==> config.mk <==
export PLATFORM = sky130hd
export DESIGN_NAME = uart_cmd_decoder_flat
export DESIGN_NICKNAME = d
export VERILOG_FILES = /design/src/rtl/uart_cmd_decoder_pkg.sv /design/src/rtl/uart_cmd_decoder_if.sv /design/src/rtl/uart_rx_byte_fetch.sv /design/src/rtl/uart_cmd_decoder.sv /design/src/flat_wrapper.sv
export SDC_FILE = /design/constraint.sdc
export NUM_CORES = 1
export LEC_CHECK = 0
export CORE_MARGIN = 3
export CORE_UTILIZATION = 35
export DETAILED_ROUTE_END_ITERATION = 10
export DONT_BUFFER_PORTS = 1
export PLACE_DENSITY_LB_ADDON = 0.12
export SYNTH_ARGS = -nofsm -noshare
export SYNTH_HDL_FRONTEND = slang
export SYNTH_HIERARCHICAL = 1
export SYNTH_SLANG_ARGS = --single-unit
==> constraint.sdc <==
create_clock -name clk -period 3 [get_ports clk]
set_input_delay 0.6 -clock clk [delete_from_list [all_inputs] [get_ports clk]]
set_output_delay 0.6 -clock clk [all_outputs]
set_load 0.005 [all_outputs]
==> src/rtl/uart_cmd_decoder_pkg.sv <==
// Shared definitions for the logic-analyzer host command decoder:
// frame constants, opcodes, parser/fetch state encodings and the frame check.
package uart_cmd_decoder_pkg;

  localparam logic [7:0] HEADER_DEFAULT = 8'hA5;

  localparam logic [7:0] OP_NOP      = 8'h00;
  localparam logic [7:0] OP_SET_MASK = 8'h01;
  localparam logic [7:0] OP_REARM    = 8'h02;
  localparam logic [7:0] OP_SET_DIV  = 8'h03;

  localparam logic [2:0] MASK_RESET = 3'b111;

  typedef enum logic [2:0] {
    HUNT    = 3'd0,
    GET_OP  = 3'd1,
    GET_ARG = 3'd2,
    GET_SUM = 3'd3,
    EXEC    = 3'd4
  } parse_state_t;

  typedef enum logic [1:0] {
    F_READY  = 2'd0,
    F_STROBE = 2'd1,
    F_WAIT   = 2'd2
  } fetch_state_t;

  typedef struct packed {
    logic [7:0] op;
    logic [7:0] arg;
    logic [7:0] sum;
  } frame_t;

  // A frame executes only with a matching checksum and a known opcode.
  function automatic logic frame_ok(frame_t f);
    return ((f.op ^ f.arg) == f.sum) && (f.op <= OP_SET_DIV);
  endfunction

endpackage

==> src/rtl/uart_cmd_decoder_if.sv <==
// Handshake between the UART receiver's one-byte buffer and the command decoder.
interface uart_cmd_decoder_if;
  logic       UART_rxempty;
  logic [7:0] UART_rx_data;
  logic       UART_uld_rx_data;

  modport master (output UART_rxempty, output UART_rx_data, input UART_uld_rx_data);
  modport slave  (input UART_rxempty, input UART_rx_data, output UART_uld_rx_data);
endinterface

==> src/rtl/uart_rx_byte_fetch.sv <==
// Drains the receiver buffer: latches a byte, strobes the unload for one cycle,
// then waits for the empty flag to rise before it will take another byte.
//   state    | meaning
//   F_READY  | buffer may be read on the next non-empty cycle
//   F_STROBE | byte latched, unload strobe and byte_valid high
//   F_WAIT   | ignore the buffer until the empty flag has been seen high
module uart_rx_byte_fetch
  import uart_cmd_decoder_pkg::*;
(
  input  logic       clk,
  input  logic       rst_n,
  input  logic       rxempty,
  input  logic [7:0] rx_data,
  output logic       uld,
  output logic       byte_valid,
  output logic [7:0] byte_data
);

  fetch_state_t state, state_nxt;

  always_ff @(posedge clk or negedge rst_n) begin
    if (!rst_n) begin
      state     <= F_READY;
      byte_data <= 8'h00;
    end else begin
      state <= state_nxt;
      if (state == F_READY && !rxempty) byte_data <= rx_data;
    end
  end

  always_comb begin
    state_nxt = state;
    case (state)
      F_READY:  if (!rxempty) state_nxt = F_STROBE;
      F_STROBE: state_nxt = F_WAIT;
      F_WAIT:   if (rxempty) state_nxt = F_READY;
      default:  state_nxt = F_READY;
    endcase
  end

  assign uld        = (state == F_STROBE);
  assign byte_valid = (state == F_STROBE);

endmodule

==> src/rtl/uart_cmd_decoder.sv <==
// Frames 4-byte host commands (header, opcode, argument, checksum) and drives
// the capture configuration: trigger mask, divider select and re-arm request.
//   state   | meaning
//   HUNT    | discard bytes until the header arrives
//   GET_OP  | next byte is the opcode
//   GET_ARG | next byte is the argument
//   GET_SUM | next byte is the checksum
//   EXEC    | one cycle: apply or reject the frame
module uart_cmd_decoder
  import uart_cmd_decoder_pkg::*;
#(
  parameter logic [7:0] HEADER         = HEADER_DEFAULT,
  parameter int         TIMEOUT_CYCLES = 500000
) (
  input  logic               clk,
  input  logic               rst_n,
  uart_cmd_decoder_if.slave  uart,
  output logic [2:0]         triggerBlock_Mask,
  output logic [3:0]         clk_div_sel,
  output logic               rearm,
  output logic               cmd_done,
  output logic               cmd_error,
  output logic [7:0]         error_count,
  output logic [2:0]         state_debug
);

  localparam int TW = $clog2(TIMEOUT_CYCLES + 1);
  localparam logic [TW-1:0] RELOAD = TW'(TIMEOUT_CYCLES);

  logic          byte_valid;
  logic [7:0]    byte_data;
  parse_state_t  state, state_nxt;
  frame_t        frame;
  logic [TW-1:0] timer;
  logic          in_get;
  logic          timed_out;
  logic          exec_ok;
  logic          err_evt;

  uart_rx_byte_fetch u_fetch (
    .clk        (clk),
    .rst_n      (rst_n),
    .rxempty    (uart.UART_rxempty),
    .rx_data    (uart.UART_rx_data),
    .uld        (uart.UART_uld_rx_data),
    .byte_valid (byte_valid),
    .byte_data  (byte_data)
  );

  always_ff @(posedge clk or negedge rst_n) begin
    if (!rst_n) state <= HUNT;
    else        state <= state_nxt;
  end

  // A byte arriving on the expiry cycle takes priority over the timeout.
  always_comb begin
    state_nxt = state;
    in_get    = (state == GET_OP) || (state == GET_ARG) || (state == GET_SUM);
    timed_out = in_get && !byte_valid && (timer == '0);
    exec_ok   = (state == EXEC) && frame_ok(frame);
    err_evt   = ((state == EXEC) && !frame_ok(frame)) || timed_out;
    case (state)
      HUNT:    if (byte_valid && byte_data == HEADER) state_nxt = GET_OP;
      GET_OP:  if (byte_valid) state_nxt = GET_ARG; else if (timed_out) state_nxt = HUNT;
      GET_ARG: if (byte_valid) state_nxt = GET_SUM; else if (timed_out) state_nxt = HUNT;
      GET_SUM: if (byte_valid) state_nxt = EXEC;    else if (timed_out) state_nxt = HUNT;
      EXEC:    state_nxt = HUNT;
      default: state_nxt = HUNT;
    endcase
  end

  always_ff @(posedge clk or negedge rst_n) begin
    if (!rst_n) begin
      timer             <= '0;
      frame             <= '0;
      triggerBlock_Mask <= MASK_RESET;
      clk_div_sel       <= 4'd0;
      rearm             <= 1'b0;
      cmd_done          <= 1'b0;
      cmd_error         <= 1'b0;
      error_count       <= 8'd0;
    end else begin
      rearm     <= exec_ok && (frame.op == OP_REARM);
      cmd_done  <= exec_ok;
      cmd_error <= err_evt;
      if (err_evt && error_count != 8'hFF) error_count <= error_count + 8'd1;

      if (byte_valid)                  timer <= RELOAD;
      else if (in_get && timer != '0)  timer <= timer - 1'b1;

      if (byte_valid) begin
        case (state)
          GET_OP:  frame.op  <= byte_data;
          GET_ARG: frame.arg <= byte_data;
          GET_SUM: frame.sum <= byte_data;
          default: ;
        endcase
      end

      if (exec_ok) begin
        case (frame.op)
          OP_SET_MASK: triggerBlock_Mask <= frame.arg[2:0];
          OP_SET_DIV:  clk_div_sel       <= frame.arg[3:0];
          OP_NOP, OP_REARM: ;
          default: ;
        endcase
      end
    end
  end

  assign state_debug = state;

endmodule

==> src/flat_wrapper.sv <==
// flat-port wrapper written by rule: the top's interface ports become plain ports
module uart_cmd_decoder_flat import uart_cmd_decoder_pkg::*;
#(
  parameter logic [7:0] HEADER         = HEADER_DEFAULT,
  parameter int         TIMEOUT_CYCLES = 500000
)
  (clk, rst_n, triggerBlock_Mask, clk_div_sel, rearm, cmd_done, cmd_error, error_count, state_debug, uart_UART_rxempty, uart_UART_rx_data, uart_UART_uld_rx_data);
  uart_cmd_decoder_if uart_i ();
  input  logic clk;
  input  logic rst_n;
  output logic [2:0] triggerBlock_Mask;
  output logic [3:0] clk_div_sel;
  output logic rearm;
  output logic cmd_done;
  output logic cmd_error;
  output logic [7:0] error_count;
  output logic [2:0] state_debug;
  input wire logic [$bits(uart_i.UART_rxempty)-1:0] uart_UART_rxempty;
  input wire logic [$bits(uart_i.UART_rx_data)-1:0] uart_UART_rx_data;
  output wire logic [$bits(uart_i.UART_uld_rx_data)-1:0] uart_UART_uld_rx_data;
  assign uart_i.UART_rxempty = uart_UART_rxempty;
  assign uart_i.UART_rx_data = uart_UART_rx_data;
  assign uart_UART_uld_rx_data = uart_i.UART_uld_rx_data;
  uart_cmd_decoder #(.HEADER(HEADER), .TIMEOUT_CYCLES(TIMEOUT_CYCLES)) u_core (.clk(clk), .rst_n(rst_n), .uart(uart_i), .triggerBlock_Mask(triggerBlock_Mask), .clk_div_sel(clk_div_sel), .rearm(rearm), .cmd_done(cmd_done), .cmd_error(cmd_error), .error_count(error_count), .state_debug(state_debug));
endmodule
After elaboration in Yosys (flattened, before gate mapping) --
Cells that the tools add are included.
Word-level totals: bits in registers 74, bits in latches 0, RAM bits 0, bits in read-only memories 0, output and inout port bits 22, memories 0
Operators by class: $add $sub $neg 2, $mul 0, divide/modulo/power cells 0, $lt $le $gt $ge 1, eq/ne operators 15, shift operators 0, multiplexer cells 11, bitwise gates (word level) 1, reduce and logical (&&, ||, !) cells 27
Operators with widths (count):
- $mux 19 | 2
- $logic_not 19->1 | 1
- $reduce_bool 19->1 | 1
- $sub 19x1->19 const B | 1
- $eq 8x2->1 const B | 2
- $mux 3 | 5
- $pmux 3 s4 | 1
- $reduce_and 2->1 | 6
- $logic_and 1x1->1 | 10
- $add 8x1->8 const B | 1
- $eq 8x1->1 const B | 1
- $eq 8x8->1 | 1
- $eq 8x8->1 const B | 1
- $le 8x2->1 const B | 1
- $ne 8x8->1 const B | 1
- $xor 8x8->8 | 1
- $eq 3x2->1 const B | 2
- $pmux 2 s3 | 1
- $mux 2 | 2
- $ne 2x2->1 const B | 2
- $eq 3x1->1 const B | 1
- $eq 3x3->1 const B | 1
- $logic_not 1->1 | 3
- $logic_not 3->1 | 1
- other kinds (6) | 8

Longest topological paths before layout --
Gate-level depths: netlist (run 1).
depth after elaboration 8, mapped depth 9

Modules after synthesis --
The synthesis (run 1) kept the hierarchy.
Modules (own cells, without submodules):
- uart_cmd_decoder | instances 1, cells an instance 275, area each 3163.0 um^2, seq. area each 1605.3 um^2
- uart_rx_byte_fetch | instances 1, cells an instance 23, area each 381.6 um^2, seq. area each 250.2 um^2

Worst setup path before layout (run 1) --
Ideal clock, no wire load.
kind register -> register, from reg u_core.timer[9], to reg u_core.error_count[1], library setup time 0.128 ns, data arrival time 2.496 ns, data required time 2.872 ns, path slack 0.377 ns, stages on the path, launching flop included 7, period minus slack after synthesis 2.623 ns, cell sequence dfrtp_1 > or4_4 > or4_4 > or4_4 > buf_6 > a21oi_2 > mux2_1
Between the ends: word-level cells in the longest chain between the ends 4
RTL lines:
- start, declared | line uart_cmd_decoder.sv:34 | logic [TW-1:0] timer;
- start signal, assigned | line uart_cmd_decoder.sv:89 | else if (in_get && timer != '0) timer <= timer - 1'b1;
- $logic_not 19->1 | line uart_cmd_decoder.sv:59 | timed_out = in_get && !byte_valid && (timer == '0);
- $logic_and 1x1->1 | line uart_cmd_decoder.sv:59
- $logic_or 1x1->1 | line uart_cmd_decoder.sv:61 | err_evt = ((state == EXEC) && !frame_ok(frame)) || timed_out;
- $logic_and 1x1->1 | line uart_cmd_decoder.sv:86 | if (err_evt && error_count != 8'hFF) error_count <= error_count + 8'd1;
- end signal, assigned | line uart_cmd_decoder.sv:86
- end, declared | line uart_cmd_decoder.sv:23 | output logic [7:0] error_count,
Every way passes these cells. A chain may end at the register's enable or synchronous reset.

Worst setup path in the final report (run 1) --
Same ends and word-level chain as after synthesis.

==> impl_metrics.json, run 1 <==
{
  "placed_area_um2": 3705,
  "syn_avg_cell_area_um2": 11.89,
  "status": "complete, no violations",
  "yosys_warnings": 6,
  "final_core_util_pct": 40.09,
  "viasPerCell": 5.065,
  "multi_input_area_um2": 1619,
  "drive_gt1_share_pct": 23.23,
  "design.die.area_um2": 11370,
  "async_reset_ff_share_pct": 100.0,
  "crit_type": "reg -> reg",
  "setup_ws_ns": 0.3029,
  "synthesis.area_um2": 3545,
  "fmax_ghz": 0.3708,
  "clk_latency_ns": 0.35,
  "ir_worst_vdd_uv": 474.2,
  "port_buffers": 0,
  "dp_slack_ns": 0.3205,
  "syn2layout_area_growth_pct": 11.05,
  "grt_overflow": 0,
  "ys_seq_area_share_pct": 52.35,
  "ys_seq_elements": 74,
  "worstPathRequired_ns": 3.22,
  "rsz0062_at_grt": "false",
  "vias": 2244,
  "worstSetupStartpointType": "flip-flop",
  "cts_tree": "yes",
  "dr.pass1.iters": 4,
  "clk_pin_slew_worst_paths_ns": 0.08,
  "synth_edf_count": 0,
  "core_region_area_um2": 9819,
  "cts_buffers": 9,
  "antenna_found_initial": 0,
  "synth_cells": 298,
  "grt_pass1_wl_mm": 12.48,
  "antenna_left": 0,
  "die_y_um": 106.6,
  "finalCritPeriodShare_pct": 89.90,
  "rows": 36,
  "cp_max_fo": 8,
  "synth.distinct_cells": 55,
  "clock-root-buffer": "clkbuf_8",
  "grt_pass1_vias": 2380,
  "stdcell_area_um2": 3936,
  "gp_congestion": 0.7397,
  "hold_path_class": "in -> async",
  "netlist.area_leader.share_pct": 50.12,
  "power_density_nw_per_um2": 811.9,
  "hold_ws_ns": 0.09227,
  "tightest_slew_ns": 0.6929,
  "setup-violations-final": 0,
  "fin_crit_ns": 2.697,
  "start_util_pct": 36.10,
  "grt_max_degree": 72,
  "endpoint_kind": "flip-flop",
  "fin_setup_tns_ns": 0,
  "fillers": 980,
  "synth.area.top_cells": "dfrtp_1, mux2_2, xnor3_1",
  "drc": 0,
  "synth_largest_area_cell": "dfrtp_1",
  "dp_hpwl_mm": 4.847,
  "drtIter0Drc": 79,
  "p_leak_nw": 1.725,
  "routed_wl_mm": 7.352,
  "maxSlewViolCount": 0,
  "cp_data_arrival_time_ns": 2.92,
  "ctsLongestPathBuffers": 2,
  "post_drt_wl_per_cell_um": 16.60,
  "track_usage_pct": 14.05,
  "cts_sinks": 74,
  "max_slew_margin_pct": 53.69,
  "seq_area_um2": 1856,
  "final_nets": 319,
  "antenna_cells": 0,
  "h-tree-depth": 3,
  "synth_fp_nets": 312,
  "hold_viol": 0,
  "drv_cap": 0,
  "die_x_um": 106.6,
  "skew_ns": 0.01041,
  "boundaryPins": 33,
  "ys.flop_type": "dfrtp_1"
}
[per-stage QoR]
step / total power, mW / cells
floorplan: 2.158 / 298
global placement: 2.414 / 426
detailed placement: 2.430 / 426
CTS: 3.260 / 443
global route: 3.420 / 443
finish: 3.196 / 443
[what timing repair did]
item	CTS	global route
buffers inserted	0	0
setup endpoints to repair	0	0
resized for setup	0	0
endpoints found under the hold margin	71	0
hold buffers	1	0
[cell usage in the layout, fill, tap and decap left out, types with 6 or more instances in the layout]
cell type	Yosys	layout
buf_4	1	6
xor2_1	11	11
clkbuf_8	0	10
dfrtp_1	71	71
mux2_2	31	31
a21oi_1	11	11
nand2_1	32	32
nor2_1	16	16
or3_1	6	6
xnor3_1	6	6
nor4_1	9	9
[flip-flops by register name, summed over array words and instances, names as in the netlist, 2 cells and up]
| signal | cells |
|---|---|
| u_core/clk_div_sel | 4 |
| u_core/error_count | 8 |
| u_core/frame | 24 |
| u_core/state_debug | 3 |
| u_core/timer | 19 |
| u_core/triggerBlock_Mask | 3 |
| u_core/u_fetch/byte_data | 8 |
| u_core/u_fetch/state | 2 |
[critical path: stages (launching register included)]
cell	delay [ns]
dfrtp_1	0.43
or4_4	0.56
or4_4	0.46
or4_4	0.58
a21oi_2	0.21
mux2_1	0.33
[metal layers]
layer / part of all wire, % / global-route usage (%) / up-vias / wire, um
met1: 48 / 18.42 / 1104 / 3502
met3: 3.9 / 4.696 / 6 / 290
met4: 0.79 / 3.927 / 0 / 58
met5: 0 / 0 / - / 0
met2: 48 / 22.30 / 35 / 3501
li1: - / - / 1099 / -
[cells in the mapped netlist, types with 3 or more instances]
| master | n |
|---|---|
| ha_1 | 3 |
| or3_1 | 6 |
| a21oi_1 | 11 |
| inv_1 | 3 |
| o211ai_1 | 3 |
| dfrtp_1 | 71 |
| o21ai_0 | 5 |
| nand2b_1 | 3 |
| o31ai_1 | 3 |
| xnor3_1 | 6 |
| dfstp_2 | 3 |
| and4_1 | 4 |
| a211oi_2 | 5 |
| mux2i_1 | 3 |
| nand2_1 | 32 |
| or4_4 | 3 |
| nor2_1 | 16 |
| or4_1 | 5 |
| mux2_2 | 31 |
| nor3_1 | 4 |
| nand4_1 | 3 |
| nor4_1 | 9 |
| nor2b_1 | 5 |
| nand3_1 | 5 |
| clkbuf_1 | 8 |
| xor2_1 | 11 |
[path summary, 6_finish.rpt]
path / startpoint / to / slack [ns] / cells past startpoint
worst max-delay path: u_core/timer[9]$_DFFE_PN0P_ / u_core/error_count[1]$_DFFE_PN0P_ / 0.30 / 5
worst min-delay path: rst_n / u_core/triggerBlock_Mask[1]$_DFFE_PN1P_ / 0.09 / 0
worst max register to register: u_core/timer[9]$_DFFE_PN0P_ / u_core/error_count[1]$_DFFE_PN0P_ / 0.30 / 5
worst min register to register: u_core/frame[0]$_DFFE_PN0P_ / u_core/frame[0]$_DFFE_PN0P_ / 0.49 / 2
max in group asynchronous: rst_n / u_core/error_count[1]$_DFFE_PN0P_ / 2.55 / 1
min in group clk: uart_UART_rxempty / u_core/u_fetch/state[0]$_DFFE_PN0P_ / 0.36 / 1
[report_power, final]
group          leakage (nW)  switching (mW)  internal (mW)
logic                 0.669           0.511          0.472
registers             0.961           0.231           1.20
clock network        0.0945           0.376          0.406
[logic make-up (layout without fill, tap and decap cells)]
family	Yosys count	after routing	share of synthesized area, %
AOI/OAI and AO/OA	39	39	8.013
xor gates and xnor gates	19	19	7.024
adders and majority gates	3	3	1.059
buffers and inverters	16	28	2.047
DFF	74	74	52.35
muxes	36	36	11.33
and+or+nand+nor	111	111	18.18
[area by class of cell]
class | instances | share of cell area (%)
clock buffers | 10 | 3.496
clock inverters | 6 | 1.685
inverters | 5 | 0.4768
multi-input cells | 208 | 41.13
flip-flops and latches | 74 | 47.14
well taps | 133 | 4.228
repair buffers | 7 | 1.844
Power figures use the tool's default switching activity.
==> inputs of run 2 (changes only) <==
--- a/config.mk
+++ b/config.mk
@@ -9,7 +9,7 @@
 export CORE_UTILIZATION = 35
 export DETAILED_ROUTE_END_ITERATION = 10
 export DONT_BUFFER_PORTS = 1
-export PLACE_DENSITY_LB_ADDON = 0.12
+export PLACE_DENSITY_LB_ADDON = 0.1
 export SYNTH_ARGS = -nofsm -noshare
 export SYNTH_HDL_FRONTEND = slang
 export SYNTH_HIERARCHICAL = 1
==> impl_metrics.json, run 2 (synthesis results as in run 1) <==
{
  "worst_r2r_path_depth": 5,
  "drtIter0Drc": 82,
  "clkPwrFrac_pct": 23.3,
  "antenna_found_initial": 0,
  "clk_latency_ns": 0.35,
  "dp_cells": 427,
  "fmax_ghz": 0.3701,
  "final_core_util_pct": 39.98,
  "path_buf_inv": 0,
  "max_slew_margin_pct": 62.55,
  "hold_path_class": "in -> async",
  "crit_type": "reg -> reg",
  "crit_slowest_cell": "or4_4",
  "power_density_nw_per_um2": 804.5,
  "syn2layout_area_growth_pct": 10.77,
  "grt_pass1_wl_mm": 12.61,
  "largest_reg_flops": 24,
  "cp_data_arrival_time_ns": 2.93,
  "rsz0062_at_grt": "false",
  "drv_cap": 0,
  "hold_ws_ns": 0.09448,
  "die_x_um": 106.6,
  "viasPerCell": 5.034,
  "fin_crit_ns": 2.702,
  "final_common_cell": "dfrtp_1",
  "r2r_slack_ns": 0.30,
  "post_drt_wl_per_cell_um": 16.50,
  "cts_setup_buffers": 0,
  "cp-endpoint": "u_core/error_count[1]$_DFFE_PN0P_",
  "hold_viol": 0,
  "maxSlewViolCount": 0,
  "finalNonFillerCells": 444,
  "ctsLongestPathBuffers": 2,
  "seq_area_um2": 1856,
  "cp.depth": 5,
  "boundaryPins": 33,
  "pwr-share-seq_pct": 45.4,
  "h-tree-depth": 3,
  "final_cell_mix": "dfrtp_1, nand2_1, mux2_2",
  "reg2reg_from": "u_core/timer[8]$_DFFE_PN0P_",
  "rr_endpoint": "u_core/error_count[1]$_DFFE_PN0P_",
  "p_leak_nw": 1.725,
  "port_buffers": 0,
  "crit_family": "simple AND/OR/NAND/NOR gates",
  "status": "complete, no violations",
  "clock-root-buffer": "clkbuf_8",
  "dr.pass1.iters": 4,
  "antenna_left": 0,
  "cp_max_fo": 8,
  "gp_congestion": 0.7036,
  "vias": 2235,
  "startpoint": "u_core/timer[8]$_DFFE_PN0P_",
  "cp_slowest_stage_delay_ns": 0.59,
  "finalCritPeriodShare_pct": 90.06,
  "grt_pass1_vias": 2328,
  "cts_tree": "yes",
  "skew_ns": 0.009973,
  "crit_top_cell": "or4_4",
  "drc": 0,
  "setup-violations-final": 0,
  "fin_setup_tns_ns": 0,
  "p_int_mw": 2.053,
  "clk_pin_slew_worst_paths_ns": 0.07,
  "tightest_slew_ns": 0.5567,
  "die_y_um": 106.6,
  "crit_chain": "or4_4 > or4_4 > or4_4 > a21oi_2 > mux2_1",
  "cts_buffers": 9,
  "grt_overflow": 0,
  "switchingPower_mw": 1.105,
  "track_usage_pct": 14.30,
  "total_power_mw": 3.159,
  "regMostFlops": "u_core/frame",
  "grt_max_degree": 72,
  "drive_gt1_share_pct": 22.83,
  "antenna_cells": 0,
  "rows": 36,
  "swShare_pct": 35.00,
  "fillers": 1017,
  "final_nets": 320,
  "ir_worst_vdd_uv": 408.4,
  "worstPathRequired_ns": 3.23,
  "design.die.area_um2": 11370,
  "dp_hpwl_mm": 4.859,
  "reg_top3": "u_core/frame x24, u_core/timer x19",
  "worstSetupStartpointType": "flip-flop",
  "comb_power_share_pct": 31.3,
  "endpoint_kind": "flip-flop",
  "multi_input_area_um2": 1619,
  "routed_wl_mm": 7.325,
  "start_util_pct": 36.10,
  "cts_sinks": 74,
  "core_region_area_um2": 9819
}
run 2: cell count changes in the layout (fill, tap and decap cells not counted):
cell	delta
clkinv_4	-1
clkinv_2	+1
clkbuf_1	+2
buf_4	+1
clkbuf_8	-1
clkinvlp_4	-1
run 2: through the flow:
stage               setup WS (ns)  cell area, um2
floorplan                  0.3765            3545
global placement           0.3524            3712
detailed placement         0.3133            3712
CTS                        0.2996            3926
global route               0.2397            3926
finish                     0.2983            3926
run 2: layout make-up:
type | instances | area share (%)
Clock inverter | 5 | 1.402
Timing Repair Buffer | 8 | 2.040
Multi-Input combinational cell | 208 | 41.24
Inverter | 5 | 0.4780
Sequential cell | 74 | 47.26
Clock buffer | 11 | 3.346
Tap cell | 133 | 4.238
run 2: timing repair:
action / in CTS / in global routing
gates resized for setup: 0 / 0
hold buffers: 1 / 0
hold endpoints to repair: 71 / 0
run 2: power groups by stage:
| stage | clock network (mW) | registers, mW | logic, mW |
|---|---|---|---|
| after floorplan | 0 | 1.36 | 0.796 |
| after global routing | 0.820 | 1.48 | 1.10 |
| after detailed placement | 0 | 1.46 | 0.972 |
| final | 0.737 | 1.43 | 0.987 |
| after CTS | 0.781 | 1.44 | 1.00 |
| after global placement | 0 | 1.45 | 0.960 |
run 2: worst min-delay path by stage:
stage	start	endpoint	slack (ns)
global placement	rst_n	u_core/timer[6]$_DFFE_PN0P_	0.31
CTS	rst_n	u_core/triggerBlock_Mask[1]$_DFFE_PN1P_	0.07
finish	rst_n	u_core/triggerBlock_Mask[2]$_DFFE_PN1P_	0.09
detailed placement	rst_n	u_core/timer[6]$_DFFE_PN0P_	0.31
global route	rst_n	u_core/triggerBlock_Mask[1]$_DFFE_PN1P_	0.06
floorplan	rst_n	u_core/clk_div_sel[0]$_DFFE_PN0P_	0.30
run 2: metal layers:
layer	vias up	part of all wire (%)	routed length, um	global-route usage, %
met5	-	0	0	0
met4	0	1.2	88	4.384
met3	8	4.5	332	4.756
met2	42	47	3470	22.44
met1	1085	47	3434	18.80
li1	1100	-	-	-
==> inputs of run 3 (changes only) <==
--- a/config.mk
+++ b/config.mk
@@ -6,7 +6,7 @@
 export NUM_CORES = 1
 export LEC_CHECK = 0
 export CORE_MARGIN = 3
-export CORE_UTILIZATION = 35
+export CORE_UTILIZATION = 50
 export DETAILED_ROUTE_END_ITERATION = 10
 export DONT_BUFFER_PORTS = 1
 export PLACE_DENSITY_LB_ADDON = 0.1
==> impl_metrics.json, run 3 (synthesis results as in run 1) <==
{
  "ctsLongestPathBuffers": 2,
  "hold_viol": 0,
  "rows": 30,
  "drc": 0,
  "worstSetupStartpointType": "flip-flop",
  "finalCritPeriodShare_pct": 90.21,
  "core_region_area_um2": 6832,
  "clk_pin_slew_worst_paths_ns": 0.08,
  "design.die.area_um2": 8135,
  "cts_sinks": 74,
  "track_usage_pct": 17.80,
  "cts_setup_buffers": 0,
  "antenna_cells": 0,
  "largest_reg_flops": 24,
  "grt_pass1_vias": 2250,
  "die_x_um": 90.20,
  "post_drt_wl_per_cell_um": 16.50,
  "ir_worst_vdd_uv": 522.3,
  "final_common_cell": "dfrtp_1",
  "skew_ns": 0.01096,
  "drtIter0Drc": 65,
  "regMostFlops": "u_core/frame",
  "clk_latency_ns": 0.35,
  "tightest_slew_ns": 0.5857,
  "boundaryPins": 33,
  "clock-root-buffer": "clkbuf_8",
  "viasPerCell": 5.665,
  "hold_path_class": "in -> async",
  "final_core_util_pct": 57.05,
  "fin_crit_ns": 2.706,
  "cts_tree": "yes",
  "die_y_um": 90.20,
  "cp_max_fo": 8,
  "startpoint": "u_core/timer[9]$_DFFE_PN0P_",
  "power_density_nw_per_um2": 829.1,
  "worstPathRequired_ns": 3.22,
  "maxSlewViolCount": 0,
  "crit_type": "reg -> reg",
  "grt_pass1_wl_mm": 11.43,
  "max_slew_margin_pct": 60.87,
  "start_util_pct": 51.89,
  "rr_endpoint": "u_core/error_count[1]$_DFFE_PN0P_",
  "rsz0062_at_grt": "false",
  "setup-violations-final": 0,
  "port_buffers": 0,
  "grt_max_degree": 72,
  "antenna_found_initial": 0,
  "cts_resized": 0,
  "endpoint_kind": "flip-flop",
  "drv_cap": 0,
  "antenna_left": 0,
  "routed_wl_mm": 6.699,
  "cts_buffers": 9,
  "syn2layout_area_growth_pct": 9.954,
  "reg_top3": "u_core/frame x24, u_core/timer x19",
  "fin_setup_tns_ns": 0,
  "grt_overflow": 0,
  "vias": 2300,
  "status": "complete, no violations",
  "drive_gt1_share_pct": 22.26,
  "final_cell_mix": "dfrtp_1, nand2_1, mux2_2",
  "dp_hpwl_mm": 4.437,
  "final_nets": 319,
  "r2r_slack_ns": 0.29,
  "fmax_ghz": 0.3695,
  "p_leak_nw": 1.731,
  "reg2reg_from": "u_core/timer[9]$_DFFE_PN0P_",
  "worst_r2r_path_depth": 5,
  "dr.pass1.iters": 4,
  "hold_ws_ns": 0.09015,
  "h-tree-depth": 3,
  "gp_congestion": 0.8138,
  "cp_data_arrival_time_ns": 2.93
}
-- run 3: cell count changes in the layout (fill, tap and decap cells not counted) --
cell / change
buf_4: -1
bufinv_16: +1
clkbuf_1: +1
clkinv_2: -2
clkinv_4: +1
clkinvlp_4: -1
-- run 3: how the worst max path moves through the flow --
stage	to	slack, ns	cells after the start
4_1_cts	u_core/error_count[1]$_DFFE_PN0P_	0.28	5
2_1_floorplan	u_core/error_count[1]$_DFFE_PN0P_	0.38	6
3_3_place_gp	u_core/error_count[1]$_DFFE_PN0P_	0.35	5
3_5_place_dp	u_core/error_count[1]$_DFFE_PN0P_	0.30	5
6_report	u_core/error_count[1]$_DFFE_PN0P_	0.29	5
5_1_grt	u_core/error_count[1]$_DFFE_PN0P_	0.20	5
-- run 3: layout make-up --
cell class,count,area [um2]
Fill cell,597,2934
Clock inverter,4,76.32
Timing Repair Buffer,7,72.57
Sequential cell,74,1856
Multi-Input combinational cell,208,1619
Tap cell,96,120.1
Clock buffer,12,135.1
Inverter,5,18.77
-- run 3: timing repair --
| action | in CTS | in global routing |
|---|---|---|
| hold buffers | 1 | 0 |
| endpoints found under the hold margin | 71 | 0 |
| endpoints found under the setup margin | 0 | 0 |
-- run 3: through the flow --
stage | instances | total power, mW | cell area [um2] | setup WS (ns)
2_1_floorplan | 298 | 2.158 | 3545 | 0.3765
3_3_place_gp | 389 | 2.375 | 3659 | 0.3544
3_5_place_dp | 389 | 2.398 | 3659 | 0.2962
4_1_cts | 406 | 3.269 | 3897 | 0.2807
5_1_grt | 406 | 3.435 | 3897 | 0.1983
6_report | 406 | 3.231 | 3897 | 0.2938
-- run 3: per-layer routing --
layer	wire length, um	part of all wire (%)	track usage (%)
met5	0	0	0
met4	118	1.8	7.270
met3	252	3.8	5.774
met2	3252	49	28.31
met1	3076	46	22.50
-- run 3: worst max-delay path, cell delays in order (launching register included) --
cell	delay (ns)
dfrtp_1	0.43
or4_4	0.56
or4_4	0.46
or4_4	0.59
a21oi_2	0.21
mux2_1	0.34
-- run 3: where the power goes --
group | total (mW) | internal, mW | switching, mW
Clock | 0.836 | 0.471 | 0.364
Combinational | 0.967 | 0.472 | 0.495
Sequential | 1.43 | 1.20 | 0.229
